--- src/rtl/mvu_pkg.sv ---
// Shared types and helpers for the MVU input stream controller.
// Holds the controller state encoding and the width helper used for fold indices.
package mvu_pkg;

  typedef enum logic {
    WRITE = 1'b0,
    READ  = 1'b1
  } state_e;

  // $clog2(1) is 0, but an index signal still needs at least one bit.
  function automatic int clog2_min1(input int value);
    int r;
    r = $clog2(value);
    return (r < 1) ? 1 : r;
  endfunction

endpackage

--- src/rtl/mvu_inp_ctrl.sv ---
// Input sequencing controller for the MVU: writes the activation vector into the
// input buffer on neuron fold 0, then replays it for each remaining neuron fold.
module mvu_inp_ctrl
  import mvu_pkg::*;
#(
  parameter int SIMD    = 2,
  parameter int TSrcI   = 4,
  parameter int MatrixW = 8,
  parameter int MatrixH = 4,
  parameter int PE      = 2,
  parameter int SF      = MatrixW / SIMD,
  parameter int NF      = MatrixH / PE,
  parameter int SF_W    = clog2_min1(SF),
  parameter int NF_W    = clog2_min1(NF)
) (
  input  logic                  clock,
  input  logic                  resetn,
  input  logic                  in_v,
  output logic                  in_rdy,
  input  logic [SIMD*TSrcI-1:0] in_dat,
  output logic                  buf_wr_en,
  output logic [SF_W-1:0]       buf_addr,
  output logic                  out_v,
  input  logic                  out_rdy,
  output logic [SF_W-1:0]       out_sf,
  output logic [NF_W-1:0]       out_nf,
  output logic                  out_last
);

  state_e          state_q, state_d;
  logic [SF_W-1:0] sf_cnt_q, sf_cnt_d;
  logic [NF_W-1:0] nf_cnt_q, nf_cnt_d;
  logic [SF_W-1:0] addr_q, addr_d;
  logic            out_v_q, out_v_d;
  logic [SF_W-1:0] out_sf_q, out_sf_d;
  logic [NF_W-1:0] out_nf_q, out_nf_d;
  logic            out_last_q, out_last_d;

  logic adv;
  logic issue;
  logic sf_last;
  logic nf_last;

  // The data word goes straight to the buffer outside this block.
  logic unused_in_dat;
  assign unused_in_dat = ^in_dat;

  always_comb begin
    state_d    = state_q;
    sf_cnt_d   = sf_cnt_q;
    nf_cnt_d   = nf_cnt_q;
    addr_d     = addr_q;
    out_v_d    = out_v_q;
    out_sf_d   = out_sf_q;
    out_nf_d   = out_nf_q;
    out_last_d = out_last_q;

    adv     = !out_v_q || out_rdy;
    sf_last = (sf_cnt_q == SF_W'(SF - 1));
    nf_last = (nf_cnt_q == NF_W'(NF - 1));
    // Gating with resetn keeps the handshake quiet while reset is held.
    issue   = resetn && adv && ((state_q == READ) || in_v);

    if (issue) begin
      addr_d   = sf_cnt_q;
      sf_cnt_d = sf_last ? '0 : sf_cnt_q + SF_W'(1);
      if (sf_last) begin
        nf_cnt_d = nf_last ? '0 : nf_cnt_q + NF_W'(1);
      end
      if (state_q == WRITE && sf_last && NF > 1) begin
        state_d = READ;
      end else if (state_q == READ && sf_last && nf_last) begin
        state_d = WRITE;
      end
    end

    if (adv) begin
      out_v_d    = issue;
      out_sf_d   = sf_cnt_q;
      out_nf_d   = nf_cnt_q;
      out_last_d = sf_last && nf_last;
    end
  end

  always_ff @(posedge clock or negedge resetn) begin
    if (!resetn) begin
      state_q    <= WRITE;
      sf_cnt_q   <= '0;
      nf_cnt_q   <= '0;
      addr_q     <= '0;
      out_v_q    <= 1'b0;
      out_sf_q   <= '0;
      out_nf_q   <= '0;
      out_last_q <= 1'b0;
    end else begin
      state_q    <= state_d;
      sf_cnt_q   <= sf_cnt_d;
      nf_cnt_q   <= nf_cnt_d;
      addr_q     <= addr_d;
      out_v_q    <= out_v_d;
      out_sf_q   <= out_sf_d;
      out_nf_q   <= out_nf_d;
      out_last_q <= out_last_d;
    end
  end

  // While stalled the held address is re-presented so the buffer output stays put.
  assign in_rdy    = resetn && (state_q == WRITE) && adv;
  assign buf_wr_en = issue && (state_q == WRITE);
  assign buf_addr  = issue ? sf_cnt_q : addr_q;
  assign out_v     = out_v_q;
  assign out_sf    = out_sf_q;
  assign out_nf    = out_nf_q;
  assign out_last  = out_last_q;

endmodule

--- config.mk ---
export PLATFORM = sky130hd
export DESIGN_NAME = mvu_inp_ctrl
export DESIGN_NICKNAME = d
export VERILOG_FILES = /design/src/rtl/mvu_pkg.sv /design/src/rtl/mvu_inp_ctrl.sv
export SDC_FILE = /design/constraint.sdc
export NUM_CORES = 1
export LEC_CHECK = 0
export ABC_AREA = 1
export CELL_PAD_IN_SITES_DETAIL_PLACEMENT = 0
export CELL_PAD_IN_SITES_GLOBAL_PLACEMENT = 2
export CORE_MARGIN = 2
export CORE_UTILIZATION = 22
export DETAILED_ROUTE_END_ITERATION = 12
export GPL_TIMING_DRIVEN = 0
export PLACE_DENSITY_LB_ADDON = 0.1
export SYNTH_ARGS = -nofsm -noshare
export SYNTH_HDL_FRONTEND = slang
export SYNTH_SLANG_ARGS = --single-unit
export TNS_END_PERCENT = 100
--- constraint.sdc ---
create_clock -name clock -period 1.3 [get_ports clock]
set_input_delay 0.13 -clock clock [delete_from_list [all_inputs] [get_ports clock]]
set_output_delay 0.13 -clock clock [all_outputs]
set_load 0.01 [all_outputs]
## After elaboration in Yosys (flattened, before gate mapping)

Index checks and enable logic that the tools add are counted.
Widths: inputs -> output; s select.

- Register bits: 11
- Latch bits: 0
- Memory bits (writable): 0
- Bits in read-only memories: 0
- Bits of input ports: 12
- Output and inout port bits: 9
- Word-level logic and storage cells: 32
- Memories kept: 0

- Add/subtract/negate cells: 2
- $mul: 0
- Div/mod/pow operators: 0
- Order comparisons: 0
- Equality and inequality tests: 1
- Shift operators: 0
- Mux-type cells: 5
- Bitwise operators: 1
- Reductions and logical operators: 15

Operator list:

| kind | count |
|---|---|
| $logic_and 1x1->1 | 9 |
| $mux 2 | 2 |
| $reduce_and 2->1 | 2 |
| $mux 1 | 3 |
| $add 2x1->2 const B | 1 |
| $eq 2x2->1 const B | 1 |
| $logic_or 1x1->1 | 2 |
| $reduce_bool 2->1 | 1 |
| $add 1x1->1 const B | 1 |
| $logic_not 1->1 | 1 |
| $not 1->1 | 1 |

## Logic depth before layout (Yosys ltp)

Gate-level depths: netlist of run 1.

- Depth after elaboration: 5
- Mapped depth: 5
- Mapped depth without buffers: 5

## Worst setup path before layout of run 1

OpenSTA, ideal clock, no wires.

- Kind: flip-flop to output port
- Start: register out_v_q, in the netlist out_v
- End: output buf_addr[0]
- Arrival time: 0.963 ns
- Data required time: 1.170 ns
- Path slack: 0.207 ns
- Cell stages (with the launch flop): 4
- Buffers on the path: 0
- Cells stage by stage: dfrtp_1 > nand2_4 > nand3_4 > o21ai_1

- Word-level cells in the longest chain between the ends: 5

RTL lines:

| what | RTL line | RTL |
|---|---|---|
| start: declaration | mvu_inp_ctrl.sv:34 | `logic out_v_q, out_v_d;` |
| start signal: assignment | mvu_inp_ctrl.sv:100 | `out_v_q <= out_v_d;` |
| $logic_not 1->1 | mvu_inp_ctrl.sv:58 | `adv = !out_v_q \|\| out_rdy;` |
| $logic_or 1x1->1 | mvu_inp_ctrl.sv:58 |  |
| $logic_and 1x1->1 (2 in series) | mvu_inp_ctrl.sv:62 | `issue = resetn && adv && ((state_q == READ) \|\| in_v);` |
| $mux 2 | mvu_inp_ctrl.sv:110 | `assign buf_addr = issue ? sf_cnt_q : addr_q;` |
| end: declaration | mvu_inp_ctrl.sv:22 | `output logic [SF_W-1:0] buf_addr,` |

No other way between the ends.

## Worst setup path in the final report of run 1

- Start: register out_v_q, in the netlist out_v
- End: output in_rdy

- Word-level cells in the longest chain between the ends: 3

RTL lines:

| what | RTL line | RTL |
|---|---|---|
| $logic_not 1->1 | mvu_inp_ctrl.sv:58 |  |
| $logic_or 1x1->1 | mvu_inp_ctrl.sv:58 |  |
| $logic_and 1x1->1 | mvu_inp_ctrl.sv:108 | `assign in_rdy = resetn && (state_q == WRITE) && adv;` |
| end: declaration | mvu_inp_ctrl.sv:19 | `output logic in_rdy,` |

No other way between the ends.

==> out/results.ini, run 1 <==
[floorplanning]
die_h_um = 52.23
rows = 17
dieWidth_um = 52.23
initial_core_util_pct = 23.13
dieArea_um2 = 2728
coreArea_um2 = 2212
ios = 21

[pwr]
ir_drop_v = 0.0007193
leakagePower_nw = 0.4470
p_total_mw = 1.556
p_per_area_nw_per_um2 = 1952

[detailed_routing]
drcViolationCount = 0
drt_iter0_drc = 6
vias = 450
drt_wl_total_um = 1299
avgViaCountPerCell = 4.054
first_pass_iters = 3
ant_nets = 0
routedWlPerCell_um = 11.70

[sta]
maxSlewHeadroom_pct = 65.17
slew_viol_final = 0
max_freq_mhz = 709.0
hold_viol = 0
period_share_pct = 108.5
rsz0062_at_grt = yes
finClkSkew_ns = 0.005113
finalCriticalPeriod_ns = 1.410
final.setup.worst_slack_ns = -0.1104
finalSetupViolations = 3
tightest_slew_ns = 0.5207

[status]
outcome = finished, violations left
violations = setup timing

[critical_path]
worst_setup_path_start_kind = flop
r2r-end = sf_cnt_q[0]
critPathBufInv = 3
cp_data_arrival_time_ns = 1.28
critical_path_required_ns = 1.17
worstPathMaxFanout = 5
timing.rr.start = out_v
slowest_delay_ns = 0.46
r2r_slack_ns = 0.11
critPathSlowestCell = dfrtp_2
endpoint_kind = primary output
worstSetupPathType = reg -> out
reg2reg_depth = 6
crit_path_cell_trace = a21oi_4, buf_4, inv_1, nor2_1, buf_2
cp_top_family = flip-flops

[cells_and_area]
syn_to_final_growth_pct = 55.75
fillers = 251
diodes = 0
fin_cells = 111
final_common_cell = nand2_1
drive_above_1_share_pct = 37.35
fin_util_pct = 36.03
layout_common_cells = nand2_1, dfrtp_1, buf_4
layout.nets = 97

[hold_path]
min_path_type = in -> reg
hold_depth = 3
hold-path-endpoint = addr_q[0]
min_from = resetn

[clocking]
clk_root_buffer_cell = clkbuf_4
clockBufferDepth = 2
htree_num_levels = 1
clk_pin_slew_worst_paths_ns = 0.07
clk_latency_ns = 0.27
cts.sink_count = 11
numCtsBuffers = 3
cts_tree = done

[yosys]
syn_avg_cell_area_um2 = 9.138
synth_cell_types = 16
ys_seq_area_share_pct = 53.79
netlist_area_um2 = 511.7
syn_nets = 69
ys_warn_count = 0
synth_cells = 56
ys_seq_elements = 11

[place]
routabilityCongestion = 0.6498
dp_slack_ns = -1.006
dp_cells = 96
portBuffers = 12
hpwl_um = 791.2

[global_routing]
grt_pass1_wl_um = 2214
grt_pass1_vias = 452
gr-usage-all-layers_pct = 12.04
antenna_found_initial = 0
overflow = 0
grt_max_degree = 12

[flow_run]
cap_violations = 0

-- kinds of logic (layout without fill, tap and decap cells) --
kind of cell | after synthesis | after routing | synth area share, %
DFF | 11 | 11 | 53.79
adders and majority gates | 1 | 1 | 2.445
and+or+nand+nor | 31 | 31 | 31.54
buffers and inverters | 8 | 35 | 5.868
AOI/OAI and AO/OA | 5 | 5 | 6.355
-- worst reg2reg max path: stages (launching register included) --
cell,delay [ns]
dfrtp_2,0.46
nand2_4,0.09
nand3_4,0.10
buf_4,0.16
buf_4,0.14
nand2_1,0.07
o21ai_2,0.06
-- worst max-delay path by stage --
stage | cells past startpoint | to | slack [ns] | startpoint
3_3_place_gp | 6 | buf_addr[1] | -1.05 | resetn
6_report | 5 | in_rdy | -0.11 | out_v
4_1_cts | 5 | buf_addr[1] | -0.13 | out_v
3_5_place_dp | 6 | buf_addr[1] | -1.01 | resetn
2_1_floorplan | 3 | buf_addr[0] | 0.21 | out_v
5_1_grt | 5 | in_rdy | -0.19 | out_v
-- per-layer routing --
layer	vias up	routed length [um]	GRT usage (%)
li1	232	-	-
met4	0	11	3.846
met3	2	79	6.000
met1	205	601	14.80
met2	11	607	18.35
met5	-	0	0
-- flip-flops by register name (all words and copies together), names as in the netlist --
name,count
addr_q,2
out_sf,2
sf_cnt_q,2
nf_cnt_q,1
out_last,1
out_nf,1
out_v,1
state_q,1
-- synth_stat cells --
cell type | instances | area [um2]
o21ai_0 | 1 | 5.000
nand2_4 | 2 | 22.52
nand2_1 | 16 | 60.06
nor2_1 | 3 | 11.26
nand3_1 | 5 | 25.02
inv_2 | 1 | 3.750
a21oi_2 | 1 | 8.760
nand4_1 | 3 | 18.77
a21oi_1 | 1 | 5.000
ha_1 | 1 | 12.51
nand3_4 | 1 | 17.52
dfrtp_1 | 11 | 275.3
o21ai_1 | 1 | 5.000
o21ai_2 | 1 | 8.760
inv_1 | 7 | 26.28
nand2_2 | 1 | 6.260
-- per-stage QoR --
step	TNS [ns]	cell area, um2	hold slack (ns)
final	-0.2595	797.0	0.3297
after global routing	-0.5732	797.0	0.3437
after CTS	-0.3618	758.2	0.3364
after detailed placement	-6.092	666.9	0.4632
after global placement	-6.409	666.9	0.4596
after floorplan	0	511.7	-0.1656
-- report_power, final --
| part | leakage [nW] | switching, mW | total [mW] | internal [mW] |
|---|---|---|---|---|
| Combinational | 0.295 | 0.363 | 0.715 | 0.352 |
| Sequential | 0.137 | 0.109 | 0.600 | 0.491 |
| Clock | 0.0150 | 0.122 | 0.241 | 0.119 |
| Total | 0.447 | 0.594 | 1.56 | 0.962 |
-- cell type report --
type                            instances  area (um2)  area share [%]
Multi-Input combinational cell         37       227.7           28.57
Tap cell                               28       35.03           4.396
Sequential cell                        11       276.5           34.69
Inverter                                8       30.03           3.768
Timing Repair Buffer                   23       201.4           25.27
Clock buffer                            4       26.28           3.297
-- what timing repair did --
action,in CTS,in global routing
hold buffers,1,0
hold endpoints to repair,11,0
resized for setup,26,7
endpoints found under the setup margin,12,7
buffers inserted,8,2
pin swaps,5,4
Note: power is estimated with default switching activity, not from simulation.
==> run 2, diff against run 1 <==
--- a/constraint.sdc
+++ b/constraint.sdc
@@ -3,2 +3,2 @@
 set_output_delay 0.13 -clock clock [all_outputs]
-set_load 0.01 [all_outputs]
+set_load 0.02 [all_outputs]
==> run 2 against run 1 <==
- the run still ends with setup timing left
- count of clock-buffer cells in the layout shrank 1
- sequential share of layout area grew 0.61 points
- core utilization fell by 0.62 points
- cell area shrank 1.7%
- worst setup slack better by 0.077 ns
- critical path type unchanged
- largest cell class unchanged
==> out/results.ini, run 2 (synthesis results as in run 1) <==
[status]
violations = setup timing
outcome = finished, violations left

[sta]
rsz0062_at_grt = yes
fin_tns_setup_ns = -0.05926
tightest_slew_ns = 0.5314
finalCriticalPeriod_ns = 1.333
final.setup.worst_slack_ns = -0.03348
hold_viol = 0
finalSetupViolations = 3
period_share_pct = 102.6
max_freq_mhz = 749.9
slew_viol_final = 0
finClkSkew_ns = 0.004627
whs_ns = 0.3391
maxSlewHeadroom_pct = 64.46

[cells_and_area]
final_area_um2 = 783.3
layout.nets = 96
layout_common_cells = nand2_1, buf_4, dfrtp_1
fin_cells = 110
drive_above_1_share_pct = 37.80
syn_to_final_growth_pct = 53.06
diodes = 0
fin_util_pct = 35.41
fillers = 255
final_common_cell = nand2_1

[critical_path]
crit_path_cell_trace = nand2_4, nand3_4, o21ai_2, buf_6
slowest_delay_ns = 0.45
worst_setup_path_start_kind = flop
critPathBufInv = 1
worstPathMaxFanout = 6
cp_data_arrival_time_ns = 1.20
critical_path_required_ns = 1.17
endpoint_kind = primary output
critPathSlowestCell = dfrtp_2
worstSetupPathType = reg -> out
cp_top_family = flip-flops

[place]
dp_cells = 96
routabilityCongestion = 0.6606
place_area_um2 = 670.6
hpwl_um = 774.1
portBuffers = 12
dp_slack_ns = -1.110

[clocking]
clk_latency_ns = 0.27
clk_pin_slew_worst_paths_ns = 0.07
clockBufferDepth = 2
numCtsBuffers = 3
cts.sink_count = 11
clk_root_buffer_cell = clkbuf_4
htree_num_levels = 1
cts_tree = done

[floorplanning]
coreArea_um2 = 2212
dieArea_um2 = 2728
initial_core_util_pct = 23.13
die_h_um = 52.23
ios = 21
dieWidth_um = 52.23
rows = 17

[global_routing]
antenna_found_initial = 0
gr-usage-all-layers_pct = 10.58
grt_max_degree = 12
grt_pass1_vias = 436
grt_pass1_wl_um = 2014
overflow = 0

[detailed_routing]
drcViolationCount = 0
routedWlPerCell_um = 10.52
avgViaCountPerCell = 4.118
drt_wl_total_um = 1157
drt_iter0_drc = 0
first_pass_iters = 1
vias = 453
ant_nets = 0

[pwr]
p_total_mw = 1.625
p_per_area_nw_per_um2 = 2075
leakagePower_nw = 0.4139
ir_drop_v = 0.0007191

[hold_path]
min_path_type = in -> reg

[flow_run]
cap_violations = 0

-- run 2: cell count changes in the layout (fill, tap and decap cells not counted), sizes merged --
cell and change:
dlymetal6s2s -3, clkinv +1, clkbuf -1, dlygate4sd2 +2
-- run 2: path summary, 6_finish.rpt --
path,start,to,slack (ns),depth (start not counted)
max in group asynchronous,resetn,out_v,0.36,2
setup reg to reg,out_v,nf_cnt_q,0.28,5
min in group asynchronous,resetn,out_sf[1],0.56,2
setup / recovery,out_v,buf_addr[0],-0.03,4
hold / removal,resetn,addr_q[0],0.34,3
hold reg to reg,addr_q[0],addr_q[0],0.49,2
-- run 2: power breakdown --
group / internal [mW] / switching [mW]
registers: 0.491 / 0.102
clock network: 0.114 / 0.118
logic: 0.364 / 0.436
total: 0.969 / 0.656
-- run 2: what timing repair did --
item,in CTS,in global routing
buffers inserted,8,1
hold buffers,1,0
endpoints found under the hold margin,11,0
pin swaps,4,1
gates resized for setup,37,2
endpoints found under the setup margin,14,5
-- run 2: area by class of cell --
class / count / area, um2 / area share, %
Clock buffer: 3 / 22.52 / 2.875
Multi-Input combinational cell: 37 / 225.2 / 28.75
Timing Repair Buffer: 22 / 188.9 / 24.12
Tap cell: 28 / 35.03 / 4.473
Clock inverter: 1 / 5.005 / 0.6390
Sequential cell: 11 / 276.5 / 35.30
Inverter: 8 / 30.03 / 3.834
-- run 2: layer usage --
layer	share of wire (%)	global-route usage, %	vias up
li1	-	-	231
met2	47	15.40	9
met3	6.1	6.286	2
met1	46	12.94	211
met4	0.69	3.419	0
met5	0	0	-
-- run 2: tightest hold or removal path, cell delays in order --
cell	delay, ns
clkdlybuf4s15_2	0.23
nand3_4	0.14
o21ai_2	0.07
